## src/rtl/apb2wb_pkg.sv

```systemverilog
// Shared types and widths for the APB4 to pipelined Wishbone B4 bridge.
package apb2wb_pkg;

   localparam int DATA_W = 32;
   localparam int SEL_W  = 4;

   typedef enum logic [1:0] {
      IDLE = 2'd0,
      REQ  = 2'd1,
      WAIT = 2'd2,
      DONE = 2'd3
   } state_e;

   // Error and retry both surface as an APB slave error.
   function automatic logic rsp_is_fail(input logic err, input logic rty);
      return err | rty;
   endfunction

endpackage

```

## src/rtl/apb2wb_if.sv

```systemverilog
// Bus bundle for the bridge: APB4 requester side, Wishbone slave side and FSM state.
interface apb2wb_if #(
   parameter int ADDR_W = 32
);
   import apb2wb_pkg::*;

   // APB: a transfer is offered while psel_i&penable_i and completes on the
   // single cycle pready_o=1; Wishbone: stb is accepted on a cycle with
   // wb_stall_i=0 and the transaction ends on the first ack/err/rty after that.
   logic                psel_i;
   logic                penable_i;
   logic                pwrite_i;
   logic [ADDR_W-1:0]   paddr_i;
   logic [DATA_W-1:0]   pwdata_i;
   logic [SEL_W-1:0]    pstrb_i;
   logic                pready_o;
   logic [DATA_W-1:0]   prdata_o;
   logic                pslverr_o;

   logic                wb_cyc_o;
   logic                wb_stb_o;
   logic                wb_we_o;
   logic [ADDR_W-1:0]   wb_adr_o;
   logic [SEL_W-1:0]    wb_sel_o;
   logic [DATA_W-1:0]   wb_dat_o;
   logic                wb_ack_i;
   logic                wb_err_i;
   logic                wb_rty_i;
   logic                wb_stall_i;
   logic [DATA_W-1:0]   wb_dat_i;

   state_e              dbg_state;

   // The bridge view: APB completer and Wishbone initiator.
   modport master (
      input  psel_i, penable_i, pwrite_i, paddr_i, pwdata_i, pstrb_i,
      output pready_o, prdata_o, pslverr_o,
      output wb_cyc_o, wb_stb_o, wb_we_o, wb_adr_o, wb_sel_o, wb_dat_o,
      input  wb_ack_i, wb_err_i, wb_rty_i, wb_stall_i, wb_dat_i,
      output dbg_state
   );

   // The environment view: APB requester and Wishbone target.
   modport slave (
      output psel_i, penable_i, pwrite_i, paddr_i, pwdata_i, pstrb_i,
      input  pready_o, prdata_o, pslverr_o,
      input  wb_cyc_o, wb_stb_o, wb_we_o, wb_adr_o, wb_sel_o, wb_dat_o,
      output wb_ack_i, wb_err_i, wb_rty_i, wb_stall_i, wb_dat_i,
      input  dbg_state
   );

endinterface

```

## src/rtl/wb_timeout_cnt.sv

```systemverilog
// Counts bus cycles spent waiting on Wishbone; flags the last allowed cycle.
module wb_timeout_cnt #(
   parameter int TIMEOUT = 255
) (
   input  logic clk_i,
   input  logic rst_n_i,
   input  logic clr,
   input  logic en,
   output logic expired
);

   localparam int CNT_W = (TIMEOUT < 2) ? 1 : $clog2(TIMEOUT + 1);

   logic [CNT_W-1:0] cnt_q;

   // expired is high during the TIMEOUT-th counted cycle so the FSM leaves on that edge.
   assign expired = en && (cnt_q == CNT_W'(TIMEOUT - 1));

   always_ff @(posedge clk_i) begin
      if (!rst_n_i || clr) begin
         cnt_q <= '0;
      end else if (en && !expired) begin
         cnt_q <= cnt_q + CNT_W'(1);
      end
   end

endmodule

```

## src/rtl/apb2wb_bridge.sv

```systemverilog
// APB4 completer that issues one pipelined Wishbone B4 transaction per APB transfer.
module apb2wb_bridge
   import apb2wb_pkg::*;
#(
   parameter int ADDR_W  = 32,
   parameter int TIMEOUT = 255
) (
   input  logic      clk_i,
   input  logic      rst_n_i,
   apb2wb_if.master  bus
);

   state_e              state_q, state_d;
   logic [ADDR_W-1:0]   adr_q;
   logic [DATA_W-1:0]   wdat_q;
   logic [DATA_W-1:0]   rdat_q;
   logic [SEL_W-1:0]    sel_q;
   logic                we_q;
   logic                err_q;

   logic                accept;
   logic                rsp_any;
   logic                tmo_clr;
   logic                tmo_en;
   logic                tmo_expired;
   logic                done_entry;
   logic                done_err;
   logic [DATA_W-1:0]   done_rdat;

   assign accept  = bus.psel_i & bus.penable_i;
   assign rsp_any = bus.wb_ack_i | bus.wb_err_i | bus.wb_rty_i;

   // Read data is only captured on a clean ack; err/rty/timeout force zero.
   assign done_rdat = (!done_err && !we_q) ? bus.wb_dat_i : '0;

   wb_timeout_cnt #(
      .TIMEOUT (TIMEOUT)
   ) u_timeout (
      .clk_i   (clk_i),
      .rst_n_i (rst_n_i),
      .clr     (tmo_clr),
      .en      (tmo_en),
      .expired (tmo_expired)
   );

   always_comb begin
      state_d    = state_q;
      tmo_clr    = 1'b0;
      tmo_en     = 1'b0;
      done_entry = 1'b0;
      done_err   = 1'b0;
      unique case (state_q)
         IDLE: begin
            if (accept) begin
               state_d = REQ;
               tmo_clr = 1'b1;
            end
         end
         REQ: begin
            tmo_en = 1'b1;
            // A response only counts once the strobe has been accepted.
            if (!bus.wb_stall_i && rsp_any) begin
               state_d    = DONE;
               done_entry = 1'b1;
               done_err   = rsp_is_fail(bus.wb_err_i, bus.wb_rty_i);
            end else if (tmo_expired) begin
               state_d    = DONE;
               done_entry = 1'b1;
               done_err   = 1'b1;
            end else if (!bus.wb_stall_i) begin
               state_d = WAIT;
            end
         end
         WAIT: begin
            tmo_en = 1'b1;
            if (rsp_any) begin
               state_d    = DONE;
               done_entry = 1'b1;
               done_err   = rsp_is_fail(bus.wb_err_i, bus.wb_rty_i);
            end else if (tmo_expired) begin
               state_d    = DONE;
               done_entry = 1'b1;
               done_err   = 1'b1;
            end
         end
         DONE: begin
            state_d = IDLE;
         end
         default: begin
            state_d = IDLE;
         end
      endcase
   end

   always_ff @(posedge clk_i) begin
      if (!rst_n_i) begin
         state_q <= IDLE;
         adr_q   <= '0;
         wdat_q  <= '0;
         rdat_q  <= '0;
         sel_q   <= '0;
         we_q    <= 1'b0;
         err_q   <= 1'b0;
      end else begin
         state_q <= state_d;
         if (state_q == IDLE && accept) begin
            adr_q  <= bus.paddr_i;
            wdat_q <= bus.pwdata_i;
            we_q   <= bus.pwrite_i;
            sel_q  <= bus.pwrite_i ? bus.pstrb_i : '1;
         end
         if (done_entry) begin
            err_q  <= done_err;
            rdat_q <= done_rdat;
         end
      end
   end

   assign bus.wb_cyc_o  = (state_q == REQ) || (state_q == WAIT);
   assign bus.wb_stb_o  = (state_q == REQ);
   assign bus.wb_we_o   = we_q;
   assign bus.wb_adr_o  = adr_q;
   assign bus.wb_sel_o  = sel_q;
   assign bus.wb_dat_o  = wdat_q;
   assign bus.pready_o  = (state_q == DONE);
   assign bus.pslverr_o = (state_q == DONE) && err_q;
   assign bus.prdata_o  = rdat_q;
   assign bus.dbg_state = state_q;

endmodule

```

## src/flat_wrapper.sv

```systemverilog
// flat-port wrapper written by rule: the top's interface ports become plain ports
module apb2wb_bridge_flat import apb2wb_pkg::*;
#(
   parameter int ADDR_W  = 32,
   parameter int TIMEOUT = 255
)
  (clk_i, rst_n_i, bus_psel_i, bus_penable_i, bus_pwrite_i, bus_paddr_i, bus_pwdata_i, bus_pstrb_i, bus_pready_o, bus_prdata_o, bus_pslverr_o, bus_wb_cyc_o, bus_wb_stb_o, bus_wb_we_o, bus_wb_adr_o, bus_wb_sel_o, bus_wb_dat_o, bus_wb_ack_i, bus_wb_err_i, bus_wb_rty_i, bus_wb_stall_i, bus_wb_dat_i, bus_dbg_state);
  apb2wb_if #(.ADDR_W(ADDR_W)) bus_i ();
  input  logic clk_i;
  input  logic rst_n_i;
  input wire logic [$bits(bus_i.psel_i)-1:0] bus_psel_i;
  input wire logic [$bits(bus_i.penable_i)-1:0] bus_penable_i;
  input wire logic [$bits(bus_i.pwrite_i)-1:0] bus_pwrite_i;
  input wire logic [$bits(bus_i.paddr_i)-1:0] bus_paddr_i;
  input wire logic [$bits(bus_i.pwdata_i)-1:0] bus_pwdata_i;
  input wire logic [$bits(bus_i.pstrb_i)-1:0] bus_pstrb_i;
  output wire logic [$bits(bus_i.pready_o)-1:0] bus_pready_o;
  output wire logic [$bits(bus_i.prdata_o)-1:0] bus_prdata_o;
  output wire logic [$bits(bus_i.pslverr_o)-1:0] bus_pslverr_o;
  output wire logic [$bits(bus_i.wb_cyc_o)-1:0] bus_wb_cyc_o;
  output wire logic [$bits(bus_i.wb_stb_o)-1:0] bus_wb_stb_o;
  output wire logic [$bits(bus_i.wb_we_o)-1:0] bus_wb_we_o;
  output wire logic [$bits(bus_i.wb_adr_o)-1:0] bus_wb_adr_o;
  output wire logic [$bits(bus_i.wb_sel_o)-1:0] bus_wb_sel_o;
  output wire logic [$bits(bus_i.wb_dat_o)-1:0] bus_wb_dat_o;
  input wire logic [$bits(bus_i.wb_ack_i)-1:0] bus_wb_ack_i;
  input wire logic [$bits(bus_i.wb_err_i)-1:0] bus_wb_err_i;
  input wire logic [$bits(bus_i.wb_rty_i)-1:0] bus_wb_rty_i;
  input wire logic [$bits(bus_i.wb_stall_i)-1:0] bus_wb_stall_i;
  input wire logic [$bits(bus_i.wb_dat_i)-1:0] bus_wb_dat_i;
  output wire logic [$bits(bus_i.dbg_state)-1:0] bus_dbg_state;
  assign bus_i.psel_i = bus_psel_i;
  assign bus_i.penable_i = bus_penable_i;
  assign bus_i.pwrite_i = bus_pwrite_i;
  assign bus_i.paddr_i = bus_paddr_i;
  assign bus_i.pwdata_i = bus_pwdata_i;
  assign bus_i.pstrb_i = bus_pstrb_i;
  assign bus_pready_o = bus_i.pready_o;
  assign bus_prdata_o = bus_i.prdata_o;
  assign bus_pslverr_o = bus_i.pslverr_o;
  assign bus_wb_cyc_o = bus_i.wb_cyc_o;
  assign bus_wb_stb_o = bus_i.wb_stb_o;
  assign bus_wb_we_o = bus_i.wb_we_o;
  assign bus_wb_adr_o = bus_i.wb_adr_o;
  assign bus_wb_sel_o = bus_i.wb_sel_o;
  assign bus_wb_dat_o = bus_i.wb_dat_o;
  assign bus_i.wb_ack_i = bus_wb_ack_i;
  assign bus_i.wb_err_i = bus_wb_err_i;
  assign bus_i.wb_rty_i = bus_wb_rty_i;
  assign bus_i.wb_stall_i = bus_wb_stall_i;
  assign bus_i.wb_dat_i = bus_wb_dat_i;
  assign bus_dbg_state = bus_i.dbg_state;
  apb2wb_bridge #(.ADDR_W(ADDR_W), .TIMEOUT(TIMEOUT)) u_core (.clk_i(clk_i), .rst_n_i(rst_n_i), .bus(bus_i));
endmodule
```

## config.mk

```make
export PLATFORM = sky130hd
export DESIGN_NAME = apb2wb_bridge_flat
export DESIGN_NICKNAME = d
export VERILOG_FILES = /design/src/rtl/apb2wb_pkg.sv /design/src/rtl/apb2wb_if.sv /design/src/rtl/wb_timeout_cnt.sv /design/src/rtl/apb2wb_bridge.sv /design/src/flat_wrapper.sv
export SDC_FILE = /design/constraint.sdc
export NUM_CORES = 1
export LEC_CHECK = 0
export ABC_AREA = 1
export BUFFER_PORTS_ARGS = -buffer_cell sky130_fd_sc_hd__clkbuf_2
export CAP_MARGIN = 20
export CORE_MARGIN = 8
export CORE_UTILIZATION = 40
export DETAILED_ROUTE_END_ITERATION = 8
export PLACE_DENSITY_LB_ADDON = 0.25
export REMOVE_ABC_BUFFERS = 1
export SLEW_MARGIN = 15
export SYNTH_ARGS = -nofsm -noshare
export SYNTH_HDL_FRONTEND = slang
export SYNTH_HIERARCHICAL = 1
export SYNTH_SLANG_ARGS = --single-unit
```

## constraint.sdc

```tcl
create_clock -name clk_i -period 5 [get_ports clk_i]
set_input_delay 0.25 -clock clk_i [delete_from_list [all_inputs] [get_ports clk_i]]
set_output_delay 0.25 -clock clk_i [all_outputs]
set_load 0.02 [all_outputs]
```

==> metrics.md, run 1 <==
| Metric | Value |
|---|---|
| Top-Level Pins | 216 |
| Antenna-violating nets left | 0 |
| TritonCTS clock tree | yes |
| Number of port buffers | 215 |
| Slew HR | 27.96% |
| CTS buffer count | 9 |
| # DRC | 0 |
| Die X-Extent | 121.2 um |
| Worst path cell trace | inv_1 > ha_1 > inv_1 > nor2_1 > inv_1 > a21boi_4 > buf_4 > o21ai_0 > a21oi_2 |
| CP most frequent cell | inv_1 |
| RSZ-0062 raised after global routing | false |
| Resized cells post-CTS | 0 |
| DR iter-0 viols | 277 |
| Layout cells sized above 1 | 35.34% |
| Gate Count Post-Synth | 550 |
| Synth warn | 6 |
| Worst setup margin | 2.554 ns |
| Lkg Pwr | 2.695 nW |
| Synth Area per Inst | 8.051 sq um |
| Vias in the first global route | 4,065 |
| Final Slew Violations | 0 |
| Diode count | 0 |
| RePlAce Congestion | 0.8393 |
| Critical Path AT | 2.74 ns |
| Via count | 4,306 |
| Netlist cell types | 32 |
| Post-synthesis sequential area ratio | 50.64% |
| Slowest CP cell | ha_1 |
| Max rail drop VDD | 248.7 uV |
| Placed cell count | 869 |
| Clk_lat worst skew | 0.35 ns |
| Final Setup Violations | 0 |
| Crit. End Element | flop |
| Highest clock rate | 408.9 MHz |
| Crit path max fanout | 66 |
| Number of filler cells placed in the layout | 1,078 |
| Initial antenna violation count | 0 |
| TNS Setup | 0 ns |
| Post-CTS Setup Bufs | 0 |
| Area of the mapped netlist | 4428 sq um |
| WL/cell | 14.71 um |
| DR pass1 iterations | 4 |
| Non-filler cells, final | 887 |
| Total core area | 10,840 sq um |
| Gr usage total | 16.87% |
| Clk sink count | 112 |
| Nets | 858 |
| Period minus WS final | 2.446 ns |
| Die span in y | 121.2 um |
| Root Driver | clkbuf_8 |
| Initial Utilization | 40.85% |
| Slowest cell delay on critical path | 0.56 ns |
| First-pass GRT wire length | 20.33 mm |
| Status | finished, final reports clean |
| Hold Slack | 0.1109 ns |
| Final Hold Fails | 0 |
| Max Cap Violations | 0 |
| Flops & latches, synth | 112 |
| FF+latch area | 2242 sq um |
| Final wirelength | 13.05 mm |
| Vias per inst | 4.855 |
| CP Class | flop to flop |
| Critical Path Start Type | flop |
| Pre-CTS setup slack | 2.569 ns |
| Final Skew | 0.01728 ns |
| Row count | 38 |
| Final worst path period share | 48.91% |
| H-tree depth | 3 |
| Worst hold path class | primary input to flop |
| Power density over the cells | 477.2 nW/um^2 |
| Worst slew pin tran | 1.079 ns |
| Die area | 14,690 sq um |
| Clock tree buffer depth | 2 |
| Multi-input combinational cell area | 1901 sq um |
| Pin count of the biggest net entering global routing | 71 |
| Critical Path RT | 5.29 ns |
| Clock-pin transition on the worst setup and hold timing paths | 0.11 ns |
| Cts hold-fix bufs | 0 |
| Area grow syn2layout | 29.27% |
| HPWL Detailed | 9.594 mm |
| Total gr overflow | 0 |
[sequential cells by signal, indices dropped and copies added (netlist names)]
name                    flops
u_core/bus.dbg_state        2
u_core/bus.prdata_o        32
u_core/bus.wb_adr_o        32
u_core/bus.wb_dat_o        32
u_core/bus.wb_sel_o         4
u_core/bus.wb_we_o          1
u_core/err_q                1
u_core/u_timeout/cnt_q      8
[path summary, 6_finish.rpt]
check / start / endpoint / slack [ns] / cells past startpoint
setup / recovery: u_core/bus.dbg_state[0]$_SDFFE_PN0P_ / u_core/bus.prdata_o[5]$_SDFFE_PN0P_ / 2.55 / 9
hold / removal: bus_paddr_i[30] / u_core/bus.wb_adr_o[30]$_SDFFE_PN0P_ / 0.11 / 3
setup reg to reg: u_core/bus.dbg_state[0]$_SDFFE_PN0P_ / u_core/bus.prdata_o[5]$_SDFFE_PN0P_ / 2.55 / 9
hold reg to reg: u_core/bus.wb_adr_o[18]$_SDFFE_PN0P_ / u_core/bus.wb_adr_o[18]$_SDFFE_PN0P_ / 0.47 / 2
[logic make-up (layout without fill, tap and decap cells)]
logic type / count (synthesis) / after routing / share of synthesized area (%)
XOR/XNOR: 3 / 3 / 0.5935
adder cells (fa/ha/maj): 7 / 7 / 1.978
buffers and inverters: 58 / 255 / 6.725
flip-flops: 112 / 112 / 50.64
AND/OR/NAND/NOR: 221 / 221 / 22.04
AO/OA/AOI/OAI: 149 / 149 / 18.03
[layer usage]
metal	global-route usage, %	share of wire, %	vias up
met5	0	0	-
met4	5.320	0.35	0
met3	6.701	11	2
met2	26.74	46	162
met1	20.56	43	1946
li1	-	-	2196
[layout by cell type, fill, tap and decap left out, types with 2 or more instances in the layout]
cell type	synthesis	routed
clkbuf_2	0	215
nand2_2	5	5
a21oi_2	3	3
inv_2	1	3
o21ai_0	34	34
nand3_1	34	33
nor2_1	15	15
buf_12	1	2
a21oi_1	99	99
dfxtp_1	112	112
nand2_4	3	3
inv_1	17	16
clkbuf_8	0	10
buf_4	3	2
nand4_1	4	4
nand3_2	7	8
nor2_4	2	2
o221a_2	4	4
nand2_1	151	151
ha_1	7	7
o21ai_1	4	4
clkbuf_1	17	2
xnor2_1	2	2
[metrics by stage]
| stage | utilization (%) | instance area [sq um] | power (W) |
|---|---|---|---|
| 3_3_place_gp | 50.61 | 5487 | 0.002187 |
| 2_1_floorplan | - | 4208 | 0.001829 |
| 5_1_grt | 52.80 | 5724 | 0.002917 |
| 6_report | 52.80 | 5724 | 0.002732 |
| 3_5_place_dp | 50.61 | 5487 | 0.002211 |
| 4_1_cts | 52.44 | 5684 | 0.002761 |
[area by class of cell]
cell class | instances | share of cell area (%)
Timing Repair Buffer | 219 | 19.76
Inverter | 20 | 1.355
Clock inverter | 4 | 0.9180
Sequential cell | 112 | 39.17
Multi-Input combinational cell | 380 | 33.20
Tap cell | 140 | 3.060
Clock buffer | 12 | 2.536
[cell usage after synthesis]
cell      number  area share, %
clkinv_1       1          0.085
inv_1         17            1.4
a31oi_1        1           0.14
a21boi_2       1           0.25
o21ai_2        1           0.20
a21oi_1       99             11
nand2_4        3           0.76
nand4_1        4           0.57
o221a_2        4            1.0
clkbuf_1      17            1.4
xor2_1         1           0.20
buf_4          3           0.51
buf_1          2           0.17
nand3_1       34            3.8
xnor2_1        2           0.40
nor2_1        15            1.3
o21ai_0       34            3.8
a21boi_0       1           0.17
nand2_2        5           0.71
nor2_4         2           0.51
o21ai_1        4           0.45
buf_12         1           0.45
buf_6          5            1.3
buf_2         10            1.1
inv_4          1           0.14
inv_2          1          0.085
ha_1           7            2.0
o21bai_1       1           0.17
a21oi_2        3           0.59
dfxtp_1      112             51
nand3_2        7            1.6
nand2_1      151             13
[critical path: cells and delay by family (launching register included)]
| kind | cells | cell delay (ns) |
|---|---|---|
| buf+inv | 4 | 0.77 |
| fa+ha+maj | 1 | 0.56 |
| compound gates | 3 | 0.49 |
| flops | 1 | 0.43 |
| simple gates | 1 | 0.11 |
[where the power goes]
group	internal (W)	switching, W	leakage, nW	total, W
clock	0.000249	0.000296	0.101	0.000545
combinational	0.000323	0.000669	1.68	0.000992
sequential	0.00108	0.000110	0.914	0.00119
total	0.00166	0.00108	2.69	0.00273
(Power assumes the default switching activity.)
==> run 2: changes to the inputs <==
==> constraint.sdc (replaced) <==
create_clock -name clk_i -period 2 [get_ports clk_i]
set_input_delay 0.1 -clock clk_i [delete_from_list [all_inputs] [get_ports clk_i]]
set_output_delay 0.1 -clock clk_i [all_outputs]
set_load 0.02 [all_outputs]
==> metrics.md, run 2 (synthesized netlist as in run 1, its figures left out) <==
| Metric | Value |
|---|---|
| CP Class | flop to flop |
| Layout cells sized above 1 | 32.87% |
| Pin count of the biggest net entering global routing | 57 |
| Met2 wire length | 7.451 mm |
| Die area | 14,690 sq um |
| Total core area | 10,840 sq um |
| # DRC | 0 |
| Via count | 4,985 |
| Final worst path period share | 93.12% |
| Critical Path AT | 2.11 ns |
| DR pass1 iterations | 7 |
| Final Hold Fails | 0 |
| Total gr overflow | 0 |
| Power density over the cells | 1071 nW/um^2 |
| Number of filler cells placed in the layout | 887 |
| Die X-Extent | 121.2 um |
| Clk_lat worst skew | 0.37 ns |
| Status | finished, final reports clean |
| Initial Utilization | 40.85% |
| Root Driver | clkbuf_8 |
| Final Setup Violations | 0 |
| Non-filler cells, final | 1,002 |
| Slew HR | 70.90% |
| First-pass GRT wire length | 24.81 mm |
| Number of port buffers | 215 |
| HPWL Detailed | 10.17 mm |
| PnR Total Power | 0.007376 W |
| Most frequent cells in the layout | clkbuf_2 (215), nand2_1 (151), dfxtp_1 (110), dlygate4sd3_1 (100), a21oi_1 (99) |
| Final Skew | 0.01062 ns |
| Worst slew pin tran | 0.4364 ns |
| Max rail drop VDD | 622.3 uV |
| Crit. End Element | flop |
| Antenna-violating nets left | 0 |
| Slowest CP cell | dfxtp_1 |
| Period minus WS final | 1.862 ns |
| Nets | 973 |
| Worst path cell trace | inv_1 > ha_1 > buf_4 > a21boi_4 > buf_4 > clkbuf_16 > a21oi_1 |
| Hold Slack | 0.09836 ns |
| Placed cell count | 883 |
| Gr usage total | 20.59% |
| Clk sink count | 112 |
| Highest clock rate | 536.9 MHz |
| Commonest non-fill, non-tap cell in the layout | clkbuf_2 |
| Highest metal layer with signal wires | met4 |
| H-tree depth | 3 |
| Final Slew Violations | 0 |
| CP most frequent cell | buf_4 |
| Worst hold path class | primary input to flop |
| Clock-pin transition on the worst setup and hold timing paths | 0.10 ns |
| Row count | 38 |
| RePlAce Congestion | 0.8534 |
| Final core occ | 63.54% |
| Crit path max fanout | 28 |
| Final wirelength | 15.76 mm |
| Clock tree buffer depth | 2 |
| Critical Path RT | 2.25 ns |
| DR iter-0 viols | 488 |
| CTS buffer count | 9 |
| Initial antenna violation count | 0 |
| TNS Setup | 0 ns |
| Area grow syn2layout | 55.55% |
| Max Cap Violations | 0 |
| TritonCTS clock tree | yes |
| Die span in y | 121.2 um |
| Slowest cell delay on critical path | 0.40 ns |
| Vias in the first global route | 4,889 |
| Vias per inst | 4.975 |
| WL/cell | 15.73 um |
| M1 WL | 6.181 mm |
| Top-Level Pins | 216 |
| Critical Path Start Type | flop |
| Lkg Pwr | 3.178 nW |
| Met3 WL post-DR | 1.794 mm |
[run 2: stage by stage]
stage / instance area, sq um / setup WS (ns)
finish: 6888 / 0.1375
global route: 6885 / -0.01432
CTS: 6823 / 0.05359
detailed placement: 5604 / -0.001030
global placement: 5604 / 0.08752
floorplan: 4208 / -2.271
[run 2: where the power goes]
part	internal (W)	switching (W)	total, W
Clock	0.000703	0.000744	0.00145
Sequential	0.00271	0.000282	0.00299
Combinational	0.00106	0.00187	0.00293
[run 2: area by class of cell]
cell class,count,area [sq um],share of cell area (%)
clock inverter,5,81.33,1.181
clock buffer,10,127.6,1.853
sequential,112,2245,32.59
multi-input combinational,381,1937,28.12
tap,140,175.2,2.543
antenna,1,2.502,0.03633
inverter,20,77.57,1.126
timing repair buffer,333,2242,32.55
[run 2: timing repair]
| item | 4_1_cts | 5_1_grt |
|---|---|---|
| setup buffers | 0 | 1 |
| endpoints found under the hold margin | 100 | 0 |
| setup endpoints to repair | 2 | 34 |
| gates resized for setup | 1 | 7 |
| hold buffers | 100 | 0 |
| pin swaps | 0 | 3 |
| cloned | 0 | 2 |
[run 2: worst paths after layout]
check / start / to / slack [ns] / cells after the start
setup / recovery: u_core/bus.dbg_state[1]$_SDFFE_PN0P_ / u_core/bus.prdata_o[2]$_SDFFE_PN0P_ / 0.14 / 7
hold / removal: bus_pwrite_i / u_core/bus.wb_we_o$_SDFFE_PN0P_ / 0.1 / 3
setup reg to reg: u_core/bus.dbg_state[1]$_SDFFE_PN0P_ / u_core/bus.prdata_o[2]$_SDFFE_PN0P_ / 0.14 / 7
hold reg to reg: u_core/bus.wb_dat_o[1]$_SDFFE_PN0P_ / u_core/bus.wb_dat_o[1]$_SDFFE_PN0P_ / 0.47 / 2
[run 2: worst max-delay path, delay by kind of cell (launching register included)]
family	cells	cell delay, ns
flip-flops	1	0.40
AO/OA/AOI/OAI	2	0.38
buffers and inverters	4	0.67
adder cells (fa/ha/maj)	1	0.30
[run 2: metal layers]
| layer | track usage (%) | vias to the layer above |
|---|---|---|
| li1 | - | 2428 |
| met1 | 23.90 | 2273 |
| met2 | 33.58 | 260 |
| met3 | 7.492 | 24 |
| met4 | 8.790 | 0 |
| met5 | 0 | - |
==> run 3: changes to the inputs <==
--- a/config.mk
+++ b/config.mk
@@ -11,7 +11,7 @@
 export CORE_MARGIN = 8
 export CORE_UTILIZATION = 40
 export DETAILED_ROUTE_END_ITERATION = 8
-export PLACE_DENSITY_LB_ADDON = 0.25
+export PLACE_DENSITY = 0.85
 export REMOVE_ABC_BUFFERS = 1
 export SLEW_MARGIN = 15
 export SYNTH_ARGS = -nofsm -noshare
==> metrics.md, run 3 (synthesized netlist as in run 1, its figures left out) <==
| Metric | Value |
|---|---|
| FF+latch area | 2243 sq um |
| HPWL Detailed | 9.273 mm |
| R2r worst-path depth | 7 |
| Final Skew | 0.01630 ns |
| Highest clock rate | 530.4 MHz |
| Clk sink count | 112 |
| Lkg Pwr | 3.180 nW |
| Worst hold path class | primary input to flop |
| Antenna-violating nets left | 0 |
| Total gr overflow | 0 |
| Final core occ | 63.65% |
| Critical Path AT | 2.19 ns |
| Multi-input combinational cell area | 1942 sq um |
| First-pass GRT wire length | 25.02 mm |
| Slowest CP cell | dfxtp_1 |
| Number of filler cells placed in the layout | 852 |
| Number of port buffers | 215 |
| Non-filler cells, final | 1,005 |
| Commonest non-fill, non-tap cell in the layout | clkbuf_2 |
| Final worst path period share | 94.28% |
| Total core area | 10,840 sq um |
| Critical Path RT | 2.30 ns |
| Crit. End Element | flop |
| Crit path buffers/inverters | 3 |
| CP Class | flop to flop |
| Vias per inst | 5.060 |
| Via count | 5,085 |
| Slew HR | 56.71% |
| Final wirelength | 16.41 mm |
| RePlAce Congestion | 0.8225 |
| Placed cell count | 881 |
| Final Setup Violations | 0 |
| Max rail drop VDD | 791.1 uV |
| Die span in y | 121.2 um |
| Gr usage total | 20.74% |
| Worst setup margin | 0.1145 ns |
| Clock-pin transition on the worst setup and hold timing paths | 0.11 ns |
| Max Cap Violations | 0 |
| Root Driver | clkbuf_8 |
| CP Depth | 7 |
| Top-Level Pins | 216 |
| Internal power | 0.004316 W |
| Nets | 971 |
| WL/cell | 16.33 um |
| Switching part of the total | 40.82% |
| Hold Path Stages | 3 |
| Die area | 14,690 sq um |
| Final Slew Violations | 0 |
| Most frequent cells in the layout | clkbuf_2 (215), nand2_1 (151), dfxtp_1 (111), dlygate4sd3_1 (100), a21oi_1 (99) |
| Status | finished, final reports clean |
| CTS buffer count | 9 |
| Switching power | 0.002977 W |
| Sequential share of power | 40.8% |
| Final Hold Fails | 0 |
| H-tree depth | 3 |
| DR pass1 iterations | 5 |
| Die X-Extent | 121.2 um |
| Initial antenna violation count | 4 |
| TNS Setup | 0 ns |
| RSZ-0062 raised after global routing | false |
| DR iter-0 viols | 521 |
| Clk_lat worst skew | 0.36 ns |
| Period minus WS final | 1.886 ns |
| Vias in the first global route | 4,963 |
| Initial Utilization | 40.85% |
| FF-to-FF setup slack | 0.11 ns |
| Pin count of the biggest net entering global routing | 67 |
| Slowest cell delay on critical path | 0.34 ns |
| Crit path max-delay family | compound AO/OA/AOI/OAI gates |
| TritonCTS clock tree | yes |
| # DRC | 0 |
| Pre-CTS setup slack | 0.02728 ns |
| Layout cells sized above 1 | 32.91% |
| Area grow syn2layout | 55.84% |
| Worst slew pin tran | 0.6493 ns |
| Row count | 38 |
| Worst path cell trace | inv_1 > ha_1 > buf_4 > a21boi_4 > buf_12 > o21ai_0 > a21oi_1 |
| Combinational power share | 40.7% |
| Clock tree buffer depth | 2 |
| Clock share of power | 18.5% |
| Critical Path Start Type | flop |
| Crit path max fanout | 33 |
| Power density over the cells | 1057 nW/um^2 |
==> run 3: changes by cell type in the layout (fill, tap and decap cells not counted), sizes merged <==
cell / change
diode: +4
buf: -2
bufinv: -2
inv: +2
clkbuf: +1
clkinv: +1
clkinvlp: -1
==> run 3: repair_timing <==
item                                   in CTS  in global routing
buffers inserted                            0                  1
resized for setup                           0                  8
setup endpoints to repair                   0                 34
endpoints found under the hold margin     100                  0
hold buffers                              100                  0
==> run 3: power groups by stage <==
stage	Combinational [W]	Clock [W]	Sequential [W]
6_report	0.00297	0.00135	0.00297
5_1_grt	0.00319	0.00148	0.00302
4_1_cts	0.00277	0.00140	0.00295
3_5_place_dp	0.00261	0	0.00299
3_3_place_gp	0.00256	0	0.00299
2_1_floorplan	0.00102	0	0.00356
==> run 3: area by class of cell <==
type | instances | share of cell area, %
timing repair buffer | 331 | 32.64
sequential | 112 | 32.51
multi-input combinational | 381 | 28.14
tap | 140 | 2.539
clock buffer | 11 | 2.194
inverter | 20 | 1.124
clock inverter | 5 | 0.6709
antenna | 5 | 0.1813
==> run 3: final timing paths <==
kind / from / endpoint
setup / recovery: u_core/bus.dbg_state[1]$_SDFFE_PN0P_ / u_core/bus.prdata_o[25]$_SDFFE_PN0P_
hold / removal: bus_pwrite_i / u_core/bus.wb_we_o$_SDFFE_PN0P_
setup reg to reg: u_core/bus.dbg_state[1]$_SDFFE_PN0P_ / u_core/bus.prdata_o[25]$_SDFFE_PN0P_
hold reg to reg: u_core/bus.wb_dat_o[5]$_SDFFE_PN0P_ / u_core/bus.wb_dat_o[5]$_SDFFE_PN0P_
==> run 3: worst min-delay path, cell delays in order <==
cell      delay, ns
clkbuf_2       0.09
nand2_1        0.15
a21oi_1        0.09
==> run 3: metrics by stage <==
step / power [W] / hold WS (ns) / cell area (sq um)
after CTS: 0.007123 / 0.04573 / 6813
after detailed placement: 0.005604 / 0.3372 / 5614
final: 0.007293 / 0.1012 / 6900
after global placement: 0.005556 / 0.3309 / 5614
after global routing: 0.007694 / 0.08603 / 6898
after floorplan: 0.004572 / 0.2383 / 4208
==> run 3: routing by layer <==
metal	track usage (%)	vias to the layer above	part of all wire, %
met4	8.944	0	3.0
li1	-	2438	-
met2	34.40	292	48
met3	6.933	38	11
met1	23.94	2317	38
met5	0	-	0
